## config.mk

```make
export PLATFORM = sky130hd
export DESIGN_NAME = burst_sequencer
export DESIGN_NICKNAME = d
export VERILOG_FILES = /design/src/rtl/burst_sequencer.sv
export SDC_FILE = /design/constraint.sdc
export NUM_CORES = 1
export LEC_CHECK = 0
export ABC_AREA = 1
export BUFFER_PORTS_ARGS = -buffer_cell sky130_fd_sc_hd__buf_2
export CAP_MARGIN = 20
export CORE_ASPECT_RATIO = 0.7
export CORE_MARGIN = 1
export CORE_UTILIZATION = 30
export DETAILED_ROUTE_END_ITERATION = 6
export HOLD_SLACK_MARGIN = 0.05
export SLEW_MARGIN = 20
export SYNTH_ARGS = -nofsm -noshare
export SYNTH_HDL_FRONTEND = slang
export SYNTH_SLANG_ARGS = --single-unit
```

## constraint.sdc

```tcl
create_clock -name clk -period 1.3 [get_ports clk]
set_input_delay 0.195 -clock clk [delete_from_list [all_inputs] [get_ports clk]]
set_output_delay 0.195 -clock clk [all_outputs]
set_load 0.01 [all_outputs]
```

## src/rtl/burst_sequencer.sv

```systemverilog
// Burst sequencer: drives an external address generator through one full ascending-write or descending-read sweep.
// Optional carry/beat-count consistency checker is enabled by defining BURST_SEQ_CHECK_EN.
module burst_sequencer #(
  parameter int ad_w = 4
) (
  input  logic          clk,
  input  logic          reset,
  input  logic          cmd_valid,
  input  logic          cmd_dir,
  output logic          cmd_ready,
  input  logic          abort,
  output logic          ag_reset,
  output logic          ag_preset,
  output logic          ag_en,
  output logic          ag_up_down,
  input  logic          ag_carry,
  output logic          mem_we,
  output logic          mem_re,
  output logic          busy,
  output logic          done,
  output logic          aborted,
  output logic [ad_w:0] beats,
  output logic          err
);

  typedef enum logic [1:0] {IDLE, LOAD, RUN, DONE} state_t;

  localparam logic [ad_w:0] beat_max  = {1'b1, {ad_w{1'b0}}};
  localparam logic [ad_w:0] beat_last = {1'b0, {ad_w{1'b1}}};

  state_t state;
  logic   dir;

  // Status decoded from state only; cmd_ready is additionally held low while reset is asserted.
  assign cmd_ready = (state == IDLE) && !reset;
  assign busy      = (state != IDLE);

  // NOTE: every strobe is a register loaded one edge ahead, so abort and cmd_valid
  // can only affect outputs after a clock edge, never through a combinational path.
  always_ff @(posedge clk or posedge reset) begin
    if (reset) begin
      state      <= IDLE;
      dir        <= 1'b0;
      beats      <= '0;
      ag_reset   <= 1'b1;
      ag_preset  <= 1'b0;
      ag_en      <= 1'b0;
      ag_up_down <= 1'b0;
      mem_we     <= 1'b0;
      mem_re     <= 1'b0;
      done       <= 1'b0;
      aborted    <= 1'b0;
    end else begin
      ag_reset  <= 1'b0;
      ag_preset <= 1'b0;
      done      <= 1'b0;
      aborted   <= 1'b0;
      case (state)
        IDLE: begin
          if (cmd_valid) begin
            state     <= LOAD;
            dir       <= cmd_dir;
            beats     <= '0;
            ag_reset  <= cmd_dir;
            ag_preset <= !cmd_dir;
          end
        end
        LOAD: begin
          if (abort) begin
            state    <= IDLE;
            ag_reset <= 1'b1;
            aborted  <= 1'b1;
          end else begin
            state      <= RUN;
            ag_en      <= 1'b1;
            ag_up_down <= dir;
            mem_we     <= dir;
            mem_re     <= !dir;
          end
        end
        RUN: begin
          // Abort outranks carry: the access under abort is dropped and not counted.
          if (abort) begin
            state      <= IDLE;
            ag_reset   <= 1'b1;
            aborted    <= 1'b1;
            ag_en      <= 1'b0;
            ag_up_down <= 1'b0;
            mem_we     <= 1'b0;
            mem_re     <= 1'b0;
          end else begin
            if (beats != beat_max) beats <= beats + 1'b1;
            if (ag_carry) begin
              state      <= DONE;
              done       <= 1'b1;
              ag_en      <= 1'b0;
              ag_up_down <= 1'b0;
              mem_we     <= 1'b0;
              mem_re     <= 1'b0;
            end
          end
        end
        DONE: state <= IDLE;
        default: state <= IDLE;
      endcase
    end
  end

`ifdef BURST_SEQ_CHECK_EN
  // During the last beat of a sweep the count reads 2**ad_w-1; carry must coincide with it exactly.
  always_ff @(posedge clk or posedge reset) begin
    if (reset) begin
      err <= 1'b0;
    end else if (state == RUN &&
                 ((ag_carry && beats != beat_last) || (!ag_carry && beats == beat_last))) begin
      err <= 1'b1;
    end
  end
`else
  assign err = 1'b0;
`endif

endmodule

```

## Word level (Yosys, flattened, before mapping)

Index checks and enable logic that the tools add are counted.

| operators by class | value |
|---|---|
| equality and inequality tests | 9 |
| $add $sub $neg | 1 |
| reduce and logical (&&, ||, !) cells | 13 |
| muxes and demuxes | 26 |

Operators by type and width:

| cell | count |
|---|---|
| two-way mux 5 bit | 3 |
| two-way mux 1 bit | 13 |
| one-hot mux 5 bit (2 select lines) | 1 |
| two-way mux 2 bit | 4 |
| inequality test 2 bit, second input constant | 4 |
| one-hot mux 1 bit (2 select lines) | 4 |
| one-hot mux 2 bit (4 select lines) | 1 |
| nonzero test 2 bit | 3 |
| adder 5 x 1 -> 5 bit, second input constant | 1 |
| inequality test 5 bit, second input constant | 1 |
| equality test 2 bit, second input constant | 2 |
| AND reduction 2 bit | 2 |
| AND reduction 4 bit | 1 |
| logical NOT 1 bit | 3 |
| inequality test 3 bit, second input constant | 1 |
| AND reduction 3 bit | 1 |
| equality test 2 x 1 -> 1 bit, second input constant | 1 |
| logical NOT 2 bit | 1 |
| OR reduction 2 bit | 1 |
| logical AND 1 bit | 1 |

| storage, ports and cells | value |
|---|---|
| bits in registers | 15 |

## Depth between registers and ports, before layout

Gate-level depths: netlist of run 1.

| depth | value |
|---|---|
| depth after elaboration | 4 |
| gate-level depth with buffers | 10 |

## Worst setup path before layout of run 1

Ideal clock, no wire load.

| path | value |
|---|---|
| path kind | flip-flop to flip-flop |
| start point | reg state[0] |
| end point | reg beats[3] |
| stages on the path, launching flop included | 9 |
| required time | 1.182 ns |
| setup slack | -0.034 ns |
| arrival time | 1.216 ns |
| clock period less this slack | 1.334 ns |
| cells stage by stage | dfrtp_1 inv_1 ha_1 buf_6 nor2_1 nor2_4 nand2_2 nand2_1 nand2_1 |

| between the ends | value |
|---|---|
| longest elaborated chain between the ends | 3 |
| elaborated cells on any way between the ends | 8 |

Ends and longest elaborated chain:

| item | RTL line | RTL |
|---|---|---|
| start: declaration | 31 | `state_t state;` |
| start signal: assignment | 42 | `state <= IDLE;` |
| start signal: assignment | 61 | `state <= LOAD;` |
| start signal: assignment | 70 | `state <= IDLE;` |
| equality test 2 bit or logical NOT 2 bit (tied branches) | 58 | `case (state)` |
| inequality test 2 bit (no line) or nonzero test 2 bit (tied branches) | n/a |  |
| AND reduction 4 bit (no line) | n/a |  |
| end signal: assignment | 92 | `if (beats != beat_max) beats <= beats + 1'b1;` |
| end: declaration | 22 | `output logic [ad_w:0] beats,` |

Several ways; a longest one is shown, not always the timed one.
A chain may end at the register's enable or synchronous reset.

## Final worst setup path of run 1

| path | value |
|---|---|
| start point | reg state[0] |
| end point | out cmd_ready |

| between the ends | value |
|---|---|
| longest elaborated chain between the ends | 2 |

Ends and longest elaborated chain:

| item | RTL line | RTL |
|---|---|---|
| logical NOT 2 bit | 35 | `assign cmd_ready = (state == IDLE) && !reset;` |
| logical AND 1 bit | 35 |  |
| end: declaration | 10 | `output logic cmd_ready,` |

Every way passes these cells.

==> results of run 1 <==
[logic make-up after synthesis]
| family | count (synthesis) |
|---|---|
| simple gates | 54 |
| buf+inv | 23 |
| flops | 15 |
| compound gates | 8 |
| fa+ha+maj | 7 |
| xor+xnor | 1 |
| other cells | 1 |
[Yosys cell counts]
| cell type | count |
|---|---|
| a21oi_2 | 1 |
| ha_1 | 7 |
| conb_1 | 1 |
| nand2_2 | 2 |
| nand3_1 | 3 |
| nand4_1 | 6 |
| dfrtp_1 | 14 |
| o21ai_2 | 1 |
| nor2_4 | 1 |
| inv_1 | 19 |
| a21oi_1 | 1 |
| o21ai_0 | 5 |
| buf_6 | 1 |
| nor3_1 | 1 |
| xnor2_1 | 1 |
| nor2_1 | 7 |
| buf_4 | 2 |
| dfstp_2 | 1 |
| nor2_2 | 3 |
| buf_2 | 1 |
| nand2_1 | 31 |
[critical path, cell delays in order (launching register included)]
cell and delay, ns:
dfrtp_1 0.43, inv_4 0.12, ha_4 0.15, inv_2 0.04, nor2_1 0.07, buf_2 0.13
[through the flow]
| step | util (%) | hold WS, ns | cells |
|---|---|---|---|
| after floorplan | - | 0.0958 | 109 |
| after global placement | 39.1 | 0.162 | 164 |
| after detailed placement | 39.1 | 0.168 | 164 |
| after CTS | 43.8 | 0.101 | 172 |
| after global routing | 47.0 | 0.106 | 174 |
| final | 47.0 | 0.103 | 174 |
[where the power goes]
part	total, mW	internal, mW	switching, mW
registers	0.705	0.621	0.0844
logic	1.49	0.646	0.849
clock network	0.376	0.217	0.159
[flip-flops by register name, summed over array words and instances (netlist names)]
signal,count
ag_preset,1
dir,1
ag_reset,1
ag_en,1
mem_re,1
mem_we,1
aborted,1
beats,5
state,2
done,1
[timing repair]
item                       CTS  global route
pin swaps                    3             8
setup endpoints to repair   11            12
hold endpoints to repair     6             0
buffers inserted             3             2
resized for setup           11            20
hold buffers                 1             0
[per-layer routing]
| metal | part of all wire (%) | up-vias | GRT usage (%) | wire (um) |
|---|---|---|---|---|
| met2 | 45 | 17 | 20.8 | 893 |
| met1 | 49 | 362 | 18.0 | 971 |
| li1 | - | 390 | - | - |
| met3 | 4.8 | 2 | 5.58 | 94 |
| met4 | 0.91 | 0 | 5.11 | 18 |
| met5 | 0 | - | 0 | 0 |
[placed cells by master, fill, tap and decap left out, types with 4 or more instances in the layout]
| cell type | n |
|---|---|
| nand2_1 | 24 |
| buf_2 | 19 |
| inv_1 | 14 |
| dfrtp_1 | 14 |
| buf_4 | 8 |
| nand2_2 | 7 |
| nor2_1 | 6 |
| nand4_1 | 6 |
| inv_2 | 4 |
| nor2_2 | 4 |
| ha_4 | 4 |
[cell type report]
cell class,instances,area share (%)
multi-input combinational,71,39.9
sequential,15,30.7
timing repair buffer,31,16.2
inverter,19,6.02
clock buffer,4,3.67
tap,34,3.47
[final timing paths]
path                                 startpoint                    to  slack [ns]  cells after the start
setup / recovery           state[0]$_DFFE_PP0P_             cmd_ready       -0.08                      5
hold / removal                          cmd_dir   ag_preset$_DFF_PP0_        0.10                      2
setup reg to reg           state[0]$_DFFE_PP0P_  beats[4]$_DFFE_PP0P_       -0.03                      8
hold reg to reg              mem_re$_DFFE_PP0P_    mem_re$_DFFE_PP0P_        0.49                      2
max in group asynchronous                 reset  beats[2]$_DFFE_PP0P_        0.43                      4
min in group asynchronous                 reset     aborted$_DFF_PP0_        0.45                      3
==> results.yml, run 1 <==
floorplan:
  die_area_sq_um: 3120
  row_count: 15
  num_io_pins: 22
  core_area_sq_um: 2610
  die_x_um: 66.4
  die_height_um: 47.0
  start_util_pct: 33.3
sta:
  fmax_mhz: 725
  slew_violations: 0
  finalClockSkew_ns: 0.00497
  grt_setup_unrepaired: "yes"
  period_share_pct: 106
  finalHoldViolCount: 0
  setup_tns_ns: -0.283
  setup_viol: 10
  fin_ws_ns: -0.0795
  post-route-min-period_ns: 1.38
place:
  portBuffers: 20
  place_area_sq_um: 1020
  place_ws_ns: -0.0691
  dp_hpwl_um: 1390
  gp_congestion: 0.793
run_status:
  violations: "negative setup slack"
  status: "complete, but fails checks"
clock_tree:
  clk_latency_ns: 0.25
  clock_path_buffers: 2
  path_clk_slew_ns: 0.06
  clock_sinks: 15
  cts_tree: "done"
  ctsRootBufferMaster: "clkbuf_8"
  cts_made_buffers: 3
  htreeDepth: 1
layout:
  final_cell_area_sq_um: 1230
  drive_gt1_share_pct: 42.9
  seq_area_sq_um: 377
  multiInputGateArea_sq_um: 489
  n_antenna_cell: 0
  area_delta_synth_final_pct: 41.0
  nNetsFinal: 154
  fillers: 249
power_and_ir_drop:
  power_leakage_nw: 0.663
  vdd.ir_drop.worst_uv: 1270
  p_total_mw: 2.58
  p_per_area_nw_per_um2: 2100
logic_synthesis:
  yosys.area_share.adder_pct: 10.1
  synth.avg_cell_area_sq_um: 7.98
  syn_nets: 122
  ys_types: 21
  yosysTopAreaCell: "dfrtp_1"
  synthCells: 109
  synth_top_cell_area_share_pct: 40.3
  syn_area_sq_um: 870
  ys_ff_latch: 15
  netlist_top_cells_area: "dfrtp_1, nand2_1, ha_1, inv_1, nand4_1"
  synthMuxAreaShare_pct: 0
  synth_xor_area_share_pct: 1.01
  ys_warn_count: 0
  synth_top_family_by_area: "simple AND/OR/NAND/NOR gates"
  ys_seq_area_share_pct: 43.3
  synth-simple-area-share_pct: 27.9
  synth_compound_area_share_pct: 5.47
job:
  max_cap_viol_count: 0
detailed_routing:
  drt_iter0_markers: 18
  viasPerCell: 4.43
  vias: 771
  firstDrtPassIters: 4
  routed_wl_um: 1980
  wl_per_cell_um: 11.4
  ant_nets: 0
  drc_errors: 0
global_routing:
  grt_pass1_wl_um: 3050
  grt_start_max_net_pins: 9
  grt_pass1_vias: 669
  grt_antenna_before_repair: 0
  grt_usage_pct: 13.8
  overflow: 0
setup_path:
  cp.arrival_ns: 1.18
  worstSetupPathType: "register to output port"
  cp.required_ns: 1.11
  cp_max_fo: 4
  worstSetupStartpointType: "register"
  crit_path_end_kind: "output port"
min_path:
  hold_class: "primary input to register"
(Power assumes the default switching activity.)
==> run 2: changes to the inputs <==
CELL_PAD_IN_SITES_DETAIL_PLACEMENT = 0   (was default)
CELL_PAD_IN_SITES_GLOBAL_PLACEMENT = 1   (was default)
PLACE_DENSITY_LB_ADDON = 0.1   (was default)
==> results.yml, run 2 (synthesis gave the netlist of run 1 again) <==
sta:
  fin_ws_ns: -0.112
  setup_viol: 12
  post-route-min-period_ns: 1.41
  timing.hold.ws_ns: 0.106
  finalClockSkew_ns: 0.00313
  setup_tns_ns: -0.696
  slew_violations: 0
  finalHoldViolCount: 0
  period_share_pct: 109
  grt_setup_unrepaired: "yes"
  fmax_mhz: 708
global_routing:
  grt_pass1_vias: 659
  grt_pass1_wl_um: 3170
  grt_start_max_net_pins: 16
  grt_usage_pct: 15.2
  overflow: 0
  grt_antenna_before_repair: 0
run_status:
  status: "complete, but fails checks"
  violations: "negative setup slack"
layout:
  nNetsFinal: 158
  final_cell_mix: "nand2_1, buf_2, inv_1"
  largest_reg_flops: 5
  largestRegisters: "beats (5), state (2)"
  drive_gt1_share_pct: 39.6
  stdcell_count: 178
  regMostFlops: "beats"
  final_cell_area_sq_um: 1220
  final_common_cell: "nand2_1"
  area_delta_synth_final_pct: 40.6
  fin_util_pct: 46.9
  fillers: 272
  n_antenna_cell: 0
  seq_area_sq_um: 377
  multiInputGateArea_sq_um: 463
detailed_routing:
  firstDrtPassIters: 4
  ant_nets: 0
  wl_per_cell_um: 10.9
  viasPerCell: 4.35
  vias: 774
  drt_iter0_markers: 28
  drc_errors: 0
  routed_wl_um: 1930
clock_tree:
  clk_latency_ns: 0.25
  cts_made_buffers: 3
  cts_tree: "done"
  clock_sinks: 15
  path_clk_slew_ns: 0.06
  clock_path_buffers: 2
  htreeDepth: 1
  ctsRootBufferMaster: "clkbuf_8"
power_and_ir_drop:
  p_comb_share_pct: 58.8
  p_int_mw: 1.53
  p_per_area_nw_per_um2: 2120
  clock_power_share_pct: 14.8
  p_total_mw: 2.59
  power_leakage_nw: 0.680
  seq_power_share_pct: 26.4
  p_sw_mw: 1.06
  switching_share_pct: 40.8
  vdd.ir_drop.worst_uv: 1240
setup_path:
  crit_family: "flip-flops"
  crit_path_end_kind: "output port"
  worstSetupPathType: "register to output port"
  cp.required_ns: 1.11
  cp.arrival_ns: 1.22
  cpMaxStageDelayCell: "dfrtp_1"
  worstPathCellList: "inv_2, ha_4, inv_2, buf_6, nor2_2, buf_2"
  cpPeakStageDelay_ns: 0.39
  path_buf_inv: 4
  worstSetupStartpointType: "register"
  crit_top_cell: "inv_2"
  cp_max_fo: 4
job:
  max_cap_viol_count: 0
place:
  dp_hpwl_um: 1490
  portBuffers: 20
  gp_congestion: 0.765
  dp_cells: 169
  place_ws_ns: -0.138
  place_area_sq_um: 1060
floorplan:
  die_height_um: 47.0
  num_io_pins: 22
  die_x_um: 66.4
  die_area_sq_um: 3120
  row_count: 15
  start_util_pct: 33.3
  core_area_sq_um: 2610
min_path:
  hold_class: "primary input to register"
run 2: changes by cell type in the layout (fill, tap and decap cells not counted), moves of 2 or more:
| cell | delta |
|---|---|
| nand2_1 | +6 |
| nand2_2 | -6 |
| buf_4 | +4 |
| nor2_4 | +2 |
| o21ai_0 | +2 |
run 2: path summary, 6_finish.rpt:
| kind | from | endpoint | slack [ns] | cells after the start |
|---|---|---|---|---|
| max in group asynchronous | reset | ag_reset$_DFF_PP1_ | 0.54 | 4 |
| min in group asynchronous | reset | mem_re$_DFFE_PP0P_ | 0.51 | 4 |
| worst min-delay path | cmd_dir | ag_preset$_DFF_PP0_ | 0.11 | 2 |
| worst min register to register | mem_re$_DFFE_PP0P_ | mem_re$_DFFE_PP0P_ | 0.48 | 2 |
| worst max register to register | state[0]$_DFFE_PP0P_ | mem_we$_DFFE_PP0P_ | -0.10 | 9 |
| worst max-delay path | state[1]$_DFFE_PP0P_ | cmd_ready | -0.11 | 6 |
run 2: timing repair:
item,CTS,global route
setup endpoints to repair,12,12
endpoints found under the hold margin,14,0
hold buffers,1,0
pin swaps,6,4
gates resized for setup,13,6
buffers inserted,4,0
run 2: metal layers:
layer | wire (um) | share of wire (%) | GRT usage (%) | up-vias
met5 | 0 | 0 | 0 | -
met4 | 28 | 1.4 | 7.66 | 0
met3 | 92 | 4.8 | 5.10 | 2
met2 | 745 | 39 | 19.2 | 17
met1 | 1070 | 55 | 22.6 | 350
li1 | - | - | - | 405
run 2: layout make-up:
type	count	area share, %
multi-input cells	71	37.9
flip-flops and latches	15	30.8
repair buffers	35	18.2
inverters	19	5.83
well taps	34	3.48
clock buffers	3	3.38
clock inverters	1	0.409
run 2: power groups by stage:
stage          Sequential (mW)  Clock [mW]  Combinational, mW
4_1_cts                  0.684       0.402               1.44
3_3_place_gp             0.697           0               1.18
5_1_grt                  0.707       0.413               1.70
3_5_place_dp             0.700           0               1.18
2_1_floorplan            0.751           0              0.707
6_report                 0.683       0.383               1.52
==> run 3: changes to the inputs <==
REMOVE_ABC_BUFFERS = 1   (was default)
==> results.yml, run 3 (synthesis gave the netlist of run 1 again) <==
setup_path:
  cpMaxStageDelayCell: "dfrtp_1"
  cp.arrival_ns: 1.19
  crit_path_end_kind: "output port"
  worstPathCellList: "inv_2, ha_4, inv_2, buf_6, nor2_4, buf_6"
  crit_family: "flip-flops"
  path_buf_inv: 4
  cpPeakStageDelay_ns: 0.39
  cp.required_ns: 1.11
  reg2reg_depth: 7
  cp_max_fo: 3
  ff2ff_setup_slack_ns: -0.06
  r2r_end: "beats[1]$_DFFE_PP0P_"
  worstSetupStartpointType: "register"
  worstReg2RegStart: "state[0]$_DFFE_PP0P_"
  worstSetupPathType: "register to output port"
clock_tree:
  clock_path_buffers: 2
  htreeDepth: 1
  cts_tree: "done"
  cts_made_buffers: 3
  clk_latency_ns: 0.24
  path_clk_slew_ns: 0.06
  ctsRootBufferMaster: "clkbuf_8"
  clock_sinks: 15
floorplan:
  row_count: 15
  die_x_um: 66.4
  die_height_um: 47.0
  core_area_sq_um: 2610
  die_area_sq_um: 3120
  num_io_pins: 22
  start_util_pct: 33.3
global_routing:
  grt_antenna_before_repair: 0
  grt_pass1_vias: 694
  grt_pass1_wl_um: 3220
  grt_start_max_net_pins: 9
  grt_usage_pct: 15.0
  overflow: 0
place:
  dp_hpwl_um: 1530
  place_area_sq_um: 1060
  gp_congestion: 0.805
  portBuffers: 20
  dp_cells: 170
detailed_routing:
  drc_errors: 0
  vias: 782
  routed_wl_um: 2040
  ant_nets: 0
  wl_per_cell_um: 11.3
  firstDrtPassIters: 4
  viasPerCell: 4.34
  drt_iter0_markers: 13
min_path:
  whs_path_depth: 2
  hp-start: "cmd_dir"
  hold_class: "primary input to register"
  hold_end: "ag_preset$_DFF_PP0_"
run_status:
  violations: "negative setup slack"
  status: "complete, but fails checks"
layout:
  nNetsFinal: 160
  area_delta_synth_final_pct: 41.6
  stdcell_count: 180
  final_cell_mix: "nand2_1, buf_2, inv_1"
  largestRegisters: "beats (5), state (2)"
  n_antenna_cell: 0
  final_cell_area_sq_um: 1230
  largest_reg_flops: 5
  drive_gt1_share_pct: 38.4
  final_common_cell: "nand2_1"
  regMostFlops: "beats"
sta:
  setup_viol: 11
  timing.hold.ws_ns: 0.108
  finalHoldViolCount: 0
  grt_setup_unrepaired: "yes"
  post-route-min-period_ns: 1.38
  finalClockSkew_ns: 0.00354
  fmax_mhz: 723
  period_share_pct: 106
  fin_ws_ns: -0.0831
  setup_tns_ns: -0.533
  slew_violations: 0
job:
  max_cap_viol_count: 0
power_and_ir_drop:
  switching_share_pct: 40.2
  clock_power_share_pct: 14.5
  p_sw_mw: 1.05
  p_comb_share_pct: 59.3
  vdd.ir_drop.worst_uv: 964
  power_leakage_nw: 0.683
  seq_power_share_pct: 26.2
  p_per_area_nw_per_um2: 2120
  p_int_mw: 1.56
## run 3: cell types whose count changed in the layout (fill, tap and decap cells not counted), sizes merged
| cell | change |
|---|---|
| buf | +2 |
| clkbuf | +1 |
| clkinv | -1 |
## run 3: worst max-delay path by stage
stage / to / from / cells past startpoint / slack (ns)
finish: cmd_ready / state[1]$_DFFE_PP0P_ / 6 / -0.08
global route: cmd_ready / state[0]$_DFFE_PP0P_ / 6 / -0.15
CTS: cmd_ready / state[1]$_DFFE_PP0P_ / 6 / -0.11
detailed placement: beats[0]$_DFFE_PP0P_ / state[1]$_DFFE_PP0P_ / 8 / -0.10
global placement: mem_we$_DFFE_PP0P_ / state[0]$_DFFE_PP0P_ / 7 / -0.12
floorplan: beats[3]$_DFFE_PP0P_ / state[0]$_DFFE_PP0P_ / 7 / -0.12
## run 3: power by group through the flow
| stage | Sequential, mW | Combinational (mW) | Clock, mW |
|---|---|---|---|
| 3_5_place_dp | 0.692 | 1.21 | 0 |
| 6_report | 0.684 | 1.55 | 0.377 |
| 4_1_cts | 0.686 | 1.50 | 0.386 |
| 2_1_floorplan | 0.755 | 0.656 | 0 |
| 5_1_grt | 0.706 | 1.74 | 0.414 |
| 3_3_place_gp | 0.684 | 1.22 | 0 |
## run 3: final cells by class
| class | instances | area [sq um] |
|---|---|---|
| Fill cell | 267 | 1380 |
| Multi-Input combinational cell | 71 | 455 |
| Sequential cell | 15 | 377 |
| Timing Repair Buffer | 37 | 240 |
| Inverter | 19 | 71.3 |
| Clock buffer | 4 | 45.0 |
| Tap cell | 34 | 42.5 |
## run 3: routing by layer
| metal | vias to the layer above | track usage (%) | share of wire (%) |
|---|---|---|---|
| met2 | 17 | 21.6 | 42 |
| met4 | 0 | 2.55 | 0.39 |
| met1 | 358 | 21.5 | 52 |
| met5 | - | 0 | 0 |
| met3 | 2 | 5.83 | 5.1 |
| li1 | 405 | - | - |
## run 3: repair_timing
| action | CTS | global route |
|---|---|---|
| buffers inserted | 3 | 2 |
| setup endpoints to repair | 12 | 12 |
| hold buffers | 1 | 0 |
| endpoints found under the hold margin | 6 | 0 |
| gates resized for setup | 15 | 4 |
| pin swaps | 4 | 5 |
## run 3: through the flow
step | worst slack (ns) | power, mW | util, %
after floorplan | -0.125 | 1.41 | -
after global placement | -0.116 | 1.90 | 40.8
after detailed placement | -0.101 | 1.91 | 40.8
after CTS | -0.108 | 2.57 | 46.1
after global routing | -0.151 | 2.86 | 47.2
final | -0.0831 | 2.61 | 47.2
